$ cat config.mk
export PLATFORM = sky130hd
export DESIGN_NAME = io_sequencer
export DESIGN_NICKNAME = d
export VERILOG_FILES = /design/src/rtl/cpu_ctrl_pkg.sv /design/src/rtl/io_op_decode.sv /design/src/rtl/io_sequencer.sv
export SDC_FILE = /design/constraint.sdc
export NUM_CORES = 1
export LEC_CHECK = 0
export BUFFER_PORTS_ARGS = -buffer_cell sky130_fd_sc_hd__buf_2
export CORE_MARGIN = 8
export CORE_UTILIZATION = 45
export CTS_BUF_LIST = sky130_fd_sc_hd__clkbuf_2 sky130_fd_sc_hd__clkbuf_4 sky130_fd_sc_hd__clkbuf_8
export CTS_CLUSTER_SIZE = 16
export DETAILED_ROUTE_END_ITERATION = 10
export HOLD_SLACK_MARGIN = 0.06
export PLACE_DENSITY = 0.81
export SETUP_SLACK_MARGIN = 0.4
export SLEW_MARGIN = 20
export SYNTH_ARGS = -nofsm -noshare
export SYNTH_HDL_FRONTEND = slang
export SYNTH_SLANG_ARGS = --single-unit
$ cat constraint.sdc
create_clock -name Clock -period 1.17 [get_ports Clock]
set_input_delay 0.234 -clock Clock [delete_from_list [all_inputs] [get_ports Clock]]
set_output_delay 0.234 -clock Clock [all_outputs]
set_load 0.005 [all_outputs]
$ cat src/rtl/cpu_ctrl_pkg.sv
// Shared control-unit definitions: sequencer state encoding, the opcodes handled by
// the IO sequencer, the decoded-opcode flags and the registered strobe bundle.
// Reused by the full control unit, so keep encodings stable.
package cpu_ctrl_pkg;

    typedef enum logic [2:0] {
        StRst  = 3'd0,
        StT0   = 3'd1,
        StT1   = 3'd2,
        StT2   = 3'd3,
        StT3   = 3'd4,
        StHalt = 3'd5
    } ctrl_state_e;

    localparam logic [4:0] OpIn   = 5'b10101;
    localparam logic [4:0] OpOut  = 5'b10110;
    localparam logic [4:0] OpMfhi = 5'b10111;
    localparam logic [4:0] OpMflo = 5'b11000;
    localparam logic [4:0] OpNop  = 5'b11001;
    localparam logic [4:0] OpHalt = 5'b11010;

    typedef struct packed {
        logic is_in;
        logic is_out;
        logic is_mfhi;
        logic is_mflo;
        logic is_nop;
        logic is_halt;
        logic is_illegal;
    } op_dec_t;

    typedef struct packed {
        logic pc_out;
        logic mar_enable;
        logic inc_pc;
        logic zlow_in;
        logic zlow_out;
        logic pc_enable;
        logic mdr_read;
        logic mdr_enable;
        logic mdr_out;
        logic ir_enable;
        logic gra;
        logic r_in;
        logic r_out;
        logic inport_out;
        logic outport_enable;
        logic hi_out;
        logic lo_out;
        logic run;
    } ctrl_out_t;

endpackage

$ cat src/rtl/io_op_decode.sv
// Combinational opcode classifier for the IO sequencer.
//   op_i  : 5-bit opcode field IR[31:27]
//   dec_o : one flag per supported opcode, plus is_illegal for anything else
module io_op_decode
    import cpu_ctrl_pkg::*;
(
    input  logic [4:0] op_i,
    output op_dec_t    dec_o
);

    always_comb begin
        dec_o = '0;
        case (op_i)
            OpIn:    dec_o.is_in      = 1'b1;
            OpOut:   dec_o.is_out     = 1'b1;
            OpMfhi:  dec_o.is_mfhi    = 1'b1;
            OpMflo:  dec_o.is_mflo    = 1'b1;
            OpNop:   dec_o.is_nop     = 1'b1;
            OpHalt:  dec_o.is_halt    = 1'b1;
            default: dec_o.is_illegal = 1'b1;
        endcase
    end

endmodule

$ cat src/rtl/io_sequencer.sv
// Fetch/execute sequencer for the IO-class instructions (in, out, mfhi, mflo, nop, halt).
//   Clock, Clear      : system clock, asynchronous active-high reset
//   IR_op             : opcode IR[31:27], sampled on entry to T3
//   MemReady          : memory read data valid, releases the T1 wait
//   Stop              : halt request, honoured only when leaving T3
//   T0..T3 strobes    : datapath control, all registered
//   Run               : 1 while fetching/executing
//   Illegal           : sticky unsupported-opcode flag
// Outputs are decoded from the *next* state and registered with it, so they line up with
// the state they describe while having no combinational path from any input.
module io_sequencer
    import cpu_ctrl_pkg::*;
(
    input  logic       Clock,
    input  logic       Clear,
    input  logic [4:0] IR_op,
    input  logic       MemReady,
    input  logic       Stop,
    output logic       PCout,
    output logic       MAR_enable,
    output logic       IncPC,
    output logic       ZLowIn,
    output logic       ZLowout,
    output logic       PC_enable,
    output logic       MDR_read,
    output logic       MDR_enable,
    output logic       MDRout,
    output logic       IR_enable,
    output logic       Gra,
    output logic       R_in,
    output logic       R_out,
    output logic       InPortout,
    output logic       OutPort_enable,
    output logic       HIout,
    output logic       LOout,
    output logic       Run,
    output logic       Illegal
);

    ctrl_state_e state_q, state_d;
    op_dec_t     dec_ir;
    op_dec_t     op_q, op_d;
    ctrl_out_t   out_q, out_d;
    logic        illegal_q, illegal_d;

    io_op_decode u_op_decode (
        .op_i  (IR_op),
        .dec_o (dec_ir)
    );

    always_comb begin
        state_d = state_q;
        op_d    = op_q;
        case (state_q)
            StRst:  state_d = StT0;
            StT0:   state_d = StT1;
            StT1:   if (MemReady) state_d = StT2;
            StT2: begin
                // IR is loaded at the end of T2, so IR_op is valid at this edge.
                state_d = StT3;
                op_d    = dec_ir;
            end
            StT3: begin
                if (op_q.is_halt || op_q.is_illegal || Stop) state_d = StHalt;
                else                                          state_d = StT0;
            end
            default: state_d = StHalt;
        endcase
        illegal_d = illegal_q || ((state_d == StT3) && op_d.is_illegal);
    end

    always_comb begin
        out_d = '0;
        case (state_d)
            StT0: begin
                out_d.run        = 1'b1;
                out_d.pc_out     = 1'b1;
                out_d.mar_enable = 1'b1;
                out_d.inc_pc     = 1'b1;
                out_d.zlow_in    = 1'b1;
            end
            StT1: begin
                out_d.run        = 1'b1;
                out_d.zlow_out   = 1'b1;
                out_d.pc_enable  = 1'b1;
                out_d.mdr_read   = 1'b1;
                out_d.mdr_enable = 1'b1;
            end
            StT2: begin
                out_d.run       = 1'b1;
                out_d.mdr_out   = 1'b1;
                out_d.ir_enable = 1'b1;
            end
            StT3: begin
                out_d.run            = 1'b1;
                // Every decoded opcode other than nop/halt/illegal touches the register file.
                out_d.gra            = !(op_d.is_nop || op_d.is_halt || op_d.is_illegal);
                out_d.r_in           = op_d.is_in || op_d.is_mfhi || op_d.is_mflo;
                out_d.r_out          = op_d.is_out;
                out_d.inport_out     = op_d.is_in;
                out_d.outport_enable = op_d.is_out;
                out_d.hi_out         = op_d.is_mfhi;
                out_d.lo_out         = op_d.is_mflo;
            end
            default: out_d = '0;
        endcase
    end

    always_ff @(posedge Clock or posedge Clear) begin
        if (Clear) begin
            state_q   <= StRst;
            op_q      <= '0;
            out_q     <= '0;
            illegal_q <= 1'b0;
        end else begin
            state_q   <= state_d;
            op_q      <= op_d;
            out_q     <= out_d;
            illegal_q <= illegal_d;
        end
    end

    assign PCout          = out_q.pc_out;
    assign MAR_enable     = out_q.mar_enable;
    assign IncPC          = out_q.inc_pc;
    assign ZLowIn         = out_q.zlow_in;
    assign ZLowout        = out_q.zlow_out;
    assign PC_enable      = out_q.pc_enable;
    assign MDR_read       = out_q.mdr_read;
    assign MDR_enable     = out_q.mdr_enable;
    assign MDRout         = out_q.mdr_out;
    assign IR_enable      = out_q.ir_enable;
    assign Gra            = out_q.gra;
    assign R_in           = out_q.r_in;
    assign R_out          = out_q.r_out;
    assign InPortout      = out_q.inport_out;
    assign OutPort_enable = out_q.outport_enable;
    assign HIout          = out_q.hi_out;
    assign LOout          = out_q.lo_out;
    assign Run            = out_q.run;
    assign Illegal        = illegal_q;

endmodule

* Word-level counts from Yosys, hierarchy flattened *
Index checks and enable logic that the tools add are counted.

word-level totals
  register bits after elaboration = 29
  latch bits = 0
  RAM bits = 0
  ROM bits = 0
  input port bits = 9
  output and inout port bits = 19
  word-level logic and storage cells = 69
  memories kept = 0

operators by class
  add/subtract/negate cells = 0
  $mul = 0
  divide/modulo/power cells = 0
  order comparisons = 0
  eq/ne operators = 14
  shifts and indexed selects = 0
  multiplexer cells = 16
  bitwise logic cells = 0
  reductions and logical operators = 12

operator list
  kind                count
  $eq 5x5->1 const B  6
  $pmux 3 s5          1
  $mux 7              2
  $eq 3x2->1 const B  4
  $mux 1              8
  $mux 4              2
  $logic_or 1x1->1    7
  $eq 3x1->1 const B  2
  $eq 3x3->1 const B  2
  $mux 3              2
  $reduce_or 6->1     1
  $reduce_or 4->1     1
  $logic_not 3->1     1
  $mux 2              1
  $logic_and 1x1->1   1
  $logic_not 1->1     1

* Depth between registers and ports, before layout *
  word-level depth = 8
  mapped depth = 5
  mapped depth without buffers = 3

* By module *
From an unflattened synthesis, not the netlist that was laid out.

second synthesis, totals
  cells, all modules = 72
  area total of the unflattened synthesis = 762.0 um2

by module, submodules not included
  module        times used  cells each  area an instance (um2)
  io_sequencer  1           57          680.7
  io_op_decode  1           15          81.3

* Least setup slack after synthesis *
Ideal clock, no wire load.

  path type = reg2reg
  start point = reg op_q[0] (netlist name)
  end point = reg state_q[2]
  setup time = 125 ps
  data arrival time = 942 ps
  path slack = 104 ps
  stages on the path, launching flop included = 4
  period minus slack after synthesis = 1066 ps
  cells stage by stage = dfrtp_1 or3_1 nor3_1 nor2_1

between the ends
  word-level cells in the longest chain between the ends = 4

RTL lines
  what                            line                 text
  from (decl)                     io_sequencer.sv:42   op_dec_t op_q, op_d;
  from (signal assigned)          io_sequencer.sv:117  op_q <= op_d;
  $logic_or 1x1->1 (2 in series)  io_sequencer.sv:64   if (op_q.is_halt || op_q.is_illegal || Stop) state_d = StHalt;
  $mux 3                          io_sequencer.sv:64
  $pmux 3 s5                      io_sequencer.sv:54   case (state_q)
  named net state_d[2]            io_sequencer.sv:40   ctrl_state_e state_q, state_d;
  to (signal assigned)            io_sequencer.sv:111  state_q <= StRst;
  to (signal assigned)            io_sequencer.sv:116  state_q <= state_d;
  to (decl)                       io_sequencer.sv:40

The timed path passes the listed nets, and every way through them passes these cells.

* Worst setup path after layout *
  start point = reg op_q[1] (netlist name)
  end point = reg state_q[2]

The elaborated chain is that of the path after synthesis.

==> impl_table.tex <==
\begin{tabular}{lr}
\hline
Metric & Value \\
\hline
\multicolumn{2}{l}{\textbf{Setup path}} \\
\quad Arrival time at the worst endpoint & between 1000 and 1500 ps \\
\quad Crit. End Element & flip-flop \\
\quad Endpoint required time on the critical path & between 1000 and 1500 ps \\
\quad R2R cell count & 3 \\
\quad Start-to-end type of the worst setup path & flip-flop to flip-flop \\
\quad Crit-path max FO & 2 \\
\quad Launching element type of the critical path & flip-flop \\
\multicolumn{2}{l}{\textbf{Global route}} \\
\quad Wire length of the first global-routing pass & roughly 2.5 mm \\
\quad Vias in the first global route & around 590 \\
\quad Grt ovf & 0 \\
\quad Maximum number of pins on one net before global-route repair & 17 \\
\quad Antenna violations before repair & 0 \\
\quad Total global routing track utilization & 0.0952 \\
\multicolumn{2}{l}{\textbf{Status}} \\
\quad Status & complete, no violations \\
\multicolumn{2}{l}{\textbf{Logic synthesis}} \\
\quad Mean instance size in the synthesized netlist & approximately 11 sq um \\
\quad Warning count from the yosys run & 0 \\
\quad Proportion of register bits with asynchronous set or reset after synthesis & 1.00 \\
\quad Top cell type by total area after synthesis & sky130\_fd\_sc\_hd\_\_dfrtp\_1 \\
\quad Number of instances in the synthesized netlist & 69 \\
\quad Primary FF master, synth & sky130\_fd\_sc\_hd\_\_dfrtp\_1 \\
\quad Post-synth net total & 78 \\
\quad Seq/Total Area, Yosys & 0.516 \\
\quad Post-Synthesis Cell Area & between 700 and 800 sq um \\
\quad Top cells by area in the synthesized netlist & sky130\_fd\_sc\_hd\_\_dfrtp\_1, sky130\_fd\_sc\_hd\_\_buf\_4, sky130\_fd\_sc\_hd\_\_nor4b\_4 \\
\quad Share of the synthesized area in the top cell type & 0.516 \\
\quad Number of flops mapped to enable cells by yosys & 0 \\
\quad Number of synthesized register bits & 16 \\
\quad Count of distinct cell types in the synthesized netlist & 28 \\
\multicolumn{2}{l}{\textbf{Cells and area}} \\
\quad Fraction of final layout cells sized beyond drive strength 1 & 0.640 \\
\quad Area growth, synth to finish & 37.1\% \\
\quad Number of diodes & 0 \\
\quad Final net count & 110 \\
\quad FILL cells & around 140 \\
\quad Post-route standard cell area excluding fillers & around 1100 sq um \\
\multicolumn{2}{l}{\textbf{Clock network}} \\
\quad Number of levels in the clock H-tree & 1 \\
\quad CTS tree & done \\
\quad TritonCTS sink count & 16 \\
\quad Clock-pin transition on the worst setup and hold timing paths & $\sim$90 ps \\
\quad Clock insertion delay at the later pin of the skew report & $\sim$280 ps \\
\quad Clock Tree Root & sky130\_fd\_sc\_hd\_\_clkbuf\_4 \\
\quad Number of buffers added by the clock tree synthesis step & 3 \\
\quad Max clock buf depth & 2 \\
\multicolumn{2}{l}{\textbf{Timing}} \\
\quad Count of final max-slew check failures & 0 \\
\quad Worst hold slack after final layout & between 150 and 200 ps \\
\quad Number of failing hold endpoints at the final stage & 0 \\
\quad Worst clock skew & just under 0.8 ps \\
\quad Min Clock Period, post-route & 1080 ps \\
\quad Setup repair after global routing missed its margin & yes \\
\quad Normalized max-slew margin & 0.855 \\
\quad Number of setup violations in the final report & 0 \\
\quad Share of the cycle needed by the critical path after routing & 0.925 \\
\quad F\_max & 924 MHz \\
\quad Actual transition at the worst max-transition pin & roughly 210 ps \\
\quad Post-route setup TNS & 0 ps \\
\multicolumn{2}{l}{\textbf{Routing}} \\
\quad Vias/cell & between 4 and 5 \\
\quad Final WL & approximately 1.5 mm \\
\quad Post-route antenna net violation count & 0 \\
\quad Drt initial violations & 3 \\
\quad Vias after detailed routing & around 580 \\
\quad DRC errors left & 0 \\
\quad Wire length per cell after detailed routing & 12.6 um \\
\quad Number of iterations in the first detailed-routing pass & 4 \\
\multicolumn{2}{l}{\textbf{Floorplanning}} \\
\quad Starting Density & 0.464 \\
\quad IO Pins & 28 \\
\quad Placeable Area & around 1700 sq um \\
\quad Count of standard-cell rows & 15 \\
\quad Die Span X & roughly 58 um \\
\quad Die span in y & roughly 58 um \\
\quad Full die area & between 3000 and 4000 sq um \\
\multicolumn{2}{l}{\textbf{Power}} \\
\quad Power density relative to cell area & around 1700 nW/um\^{}2 \\
\quad Power consumption & 1800 uW \\
\quad Worst IR Drop VDD & 1.14 mV \\
\quad Leakage power & 0.000557 uW \\
\multicolumn{2}{l}{\textbf{Worst hold path}} \\
\quad Hold-critical path depth & 2 \\
\quad Min-delay worst type & primary input to flip-flop \\
\multicolumn{2}{l}{\textbf{Placed design}} \\
\quad Estimated wirelength of the detail-placed design & roughly 1.1 mm \\
\quad Area after detailed placement & around 860 sq um \\
\quad Placer's final routability congestion estimate & between 0.7 and 0.8 \\
\quad Count of buffers from port buffering & 27 \\
\multicolumn{2}{l}{\textbf{Flow run}} \\
\quad \# Max-Cap Violations & 0 \\
\hline
\end{tabular}
-- cell families (layout without fill, tap and decap cells) --
logic type      Yosys count  after routing  synth area share
simple gates             25             25             0.226
flops                    16             16             0.516
buf+inv                  16             47             0.147
compound gates           11             11             0.100
xor+xnor                  1              1            0.0113
-- layout by cell type (no fill, tap or decap) --
cell type | synthesis | routed
sky130_fd_sc_hd__nand3b_4 | 1 | 1
sky130_fd_sc_hd__a21oi_2 | 2 | 2
sky130_fd_sc_hd__nor3_2 | 0 | 1
sky130_fd_sc_hd__o21bai_1 | 1 | 1
sky130_fd_sc_hd__buf_4 | 10 | 8
sky130_fd_sc_hd__nor2_2 | 0 | 2
sky130_fd_sc_hd__and3b_1 | 1 | 1
sky130_fd_sc_hd__nand2b_1 | 1 | 1
sky130_fd_sc_hd__inv_1 | 3 | 3
sky130_fd_sc_hd__a31oi_1 | 2 | 2
sky130_fd_sc_hd__o21ai_0 | 2 | 2
sky130_fd_sc_hd__o41ai_2 | 0 | 1
sky130_fd_sc_hd__dlygate4sd3_1 | 0 | 1
sky130_fd_sc_hd__nor3_4 | 0 | 2
sky130_fd_sc_hd__nor2b_4 | 0 | 1
sky130_fd_sc_hd__nor2_1 | 6 | 4
sky130_fd_sc_hd__or3_4 | 1 | 2
sky130_fd_sc_hd__a21oi_1 | 1 | 1
sky130_fd_sc_hd__nand2_2 | 0 | 1
sky130_fd_sc_hd__buf_2 | 1 | 27
sky130_fd_sc_hd__dfrtp_2 | 0 | 3
sky130_fd_sc_hd__dfrtp_1 | 16 | 13
sky130_fd_sc_hd__o2bb2ai_1 | 1 | 1
sky130_fd_sc_hd__and4_4 | 1 | 1
sky130_fd_sc_hd__xnor2_4 | 0 | 1
sky130_fd_sc_hd__clkbuf_4 | 0 | 3
sky130_fd_sc_hd__and3b_2 | 1 | 1
sky130_fd_sc_hd__a211oi_2 | 0 | 1
sky130_fd_sc_hd__nand2_1 | 5 | 4
sky130_fd_sc_hd__and2b_1 | 1 | 1
sky130_fd_sc_hd__buf_6 | 2 | 4
sky130_fd_sc_hd__nor4b_4 | 1 | 1
sky130_fd_sc_hd__clkbuf_8 | 0 | 1
sky130_fd_sc_hd__nand3b_1 | 1 | 1
-- per-stage QoR --
| stage | instances | util | setup WS, ps |
|---|---|---|---|
| final | 117 | 0.637 | 87.9 |
| after global routing | 117 | 0.637 | 26.2 |
| after global placement | 102 | 0.518 | 89.8 |
| after detailed placement | 102 | 0.518 | 52.0 |
| after floorplan | 69 | - | 144 |
| after CTS | 116 | 0.615 | 94.1 |
-- critical path: stages (launching register included) --
cell                      delay, ps
sky130_fd_sc_hd__dfrtp_1        390
sky130_fd_sc_hd__or3_4          390
sky130_fd_sc_hd__nor3_4         130
sky130_fd_sc_hd__nor2_1          70
-- Yosys cell counts (2+ instances only) --
cell type	count
sky130_fd_sc_hd__dfrtp_1	16
sky130_fd_sc_hd__nor3_1	3
sky130_fd_sc_hd__a31oi_1	2
sky130_fd_sc_hd__nand2_1	5
sky130_fd_sc_hd__a21oi_2	2
sky130_fd_sc_hd__inv_1	3
sky130_fd_sc_hd__buf_6	2
sky130_fd_sc_hd__nor2_1	6
sky130_fd_sc_hd__o21ai_0	2
sky130_fd_sc_hd__buf_4	10
-- state kept, by name, indices dropped and copies added, names as in the netlist --
name and cells:
R_in 1, state_q 3, Run 1, LOout 1
InPortout 1, MDR_enable 1, IncPC 1, IR_enable 1
HIout 1, Gra 1, op_q 2, OutPort_enable 1
Illegal 1
-- per-layer routing --
metal	vias up	wire [um]	global-route usage	part of all wire
met4	0	26	0.0643	0.018
met1	262	620	0.0989	0.42
li1	285	-	-	-
met5	-	0	0	0
met3	4	157	0.0426	0.11
met2	24	667	0.151	0.45
-- area by class of cell --
type,instances,area [sq um],share of cell area
Sequential cell,16,404,0.380
Multi-Input combinational cell,37,340,0.320
Timing Repair Buffer,40,250,0.235
Clock buffer,4,36.3,0.0341
Tap cell,17,21.3,0.0200
Inverter,3,11.3,0.0106
-- where the power goes --
group          switching, uW  leakage [uW]  internal, uW  total (uW)
clock network            163     0.0000210           189         352
logic                    286      0.000338           416         702
registers               93.9      0.000198           653         747
total                    543      0.000557          1260        1800
-- final timing paths --
kind | slack [ps] | endpoint | startpoint
worst max-delay path | 90 | state_q[2] | op_q[1]
min in group asynchronous | 480 | Gra | Clear
worst min-delay path | 170 | Illegal | IR_op[4]
worst min register to register | 590 | IncPC | op_q[1]
worst max register to register | 90 | state_q[2] | op_q[1]
max in group asynchronous | 500 | state_q[0] | Clear
-- what timing repair did --
item	in CTS	in global routing
pin swaps	5	3
buffers inserted	9	1
hold buffers	1	0
setup endpoints to repair	35	35
hold endpoints to repair	16	0
gates resized for setup	12	5
(Power assumes the default switching activity.)
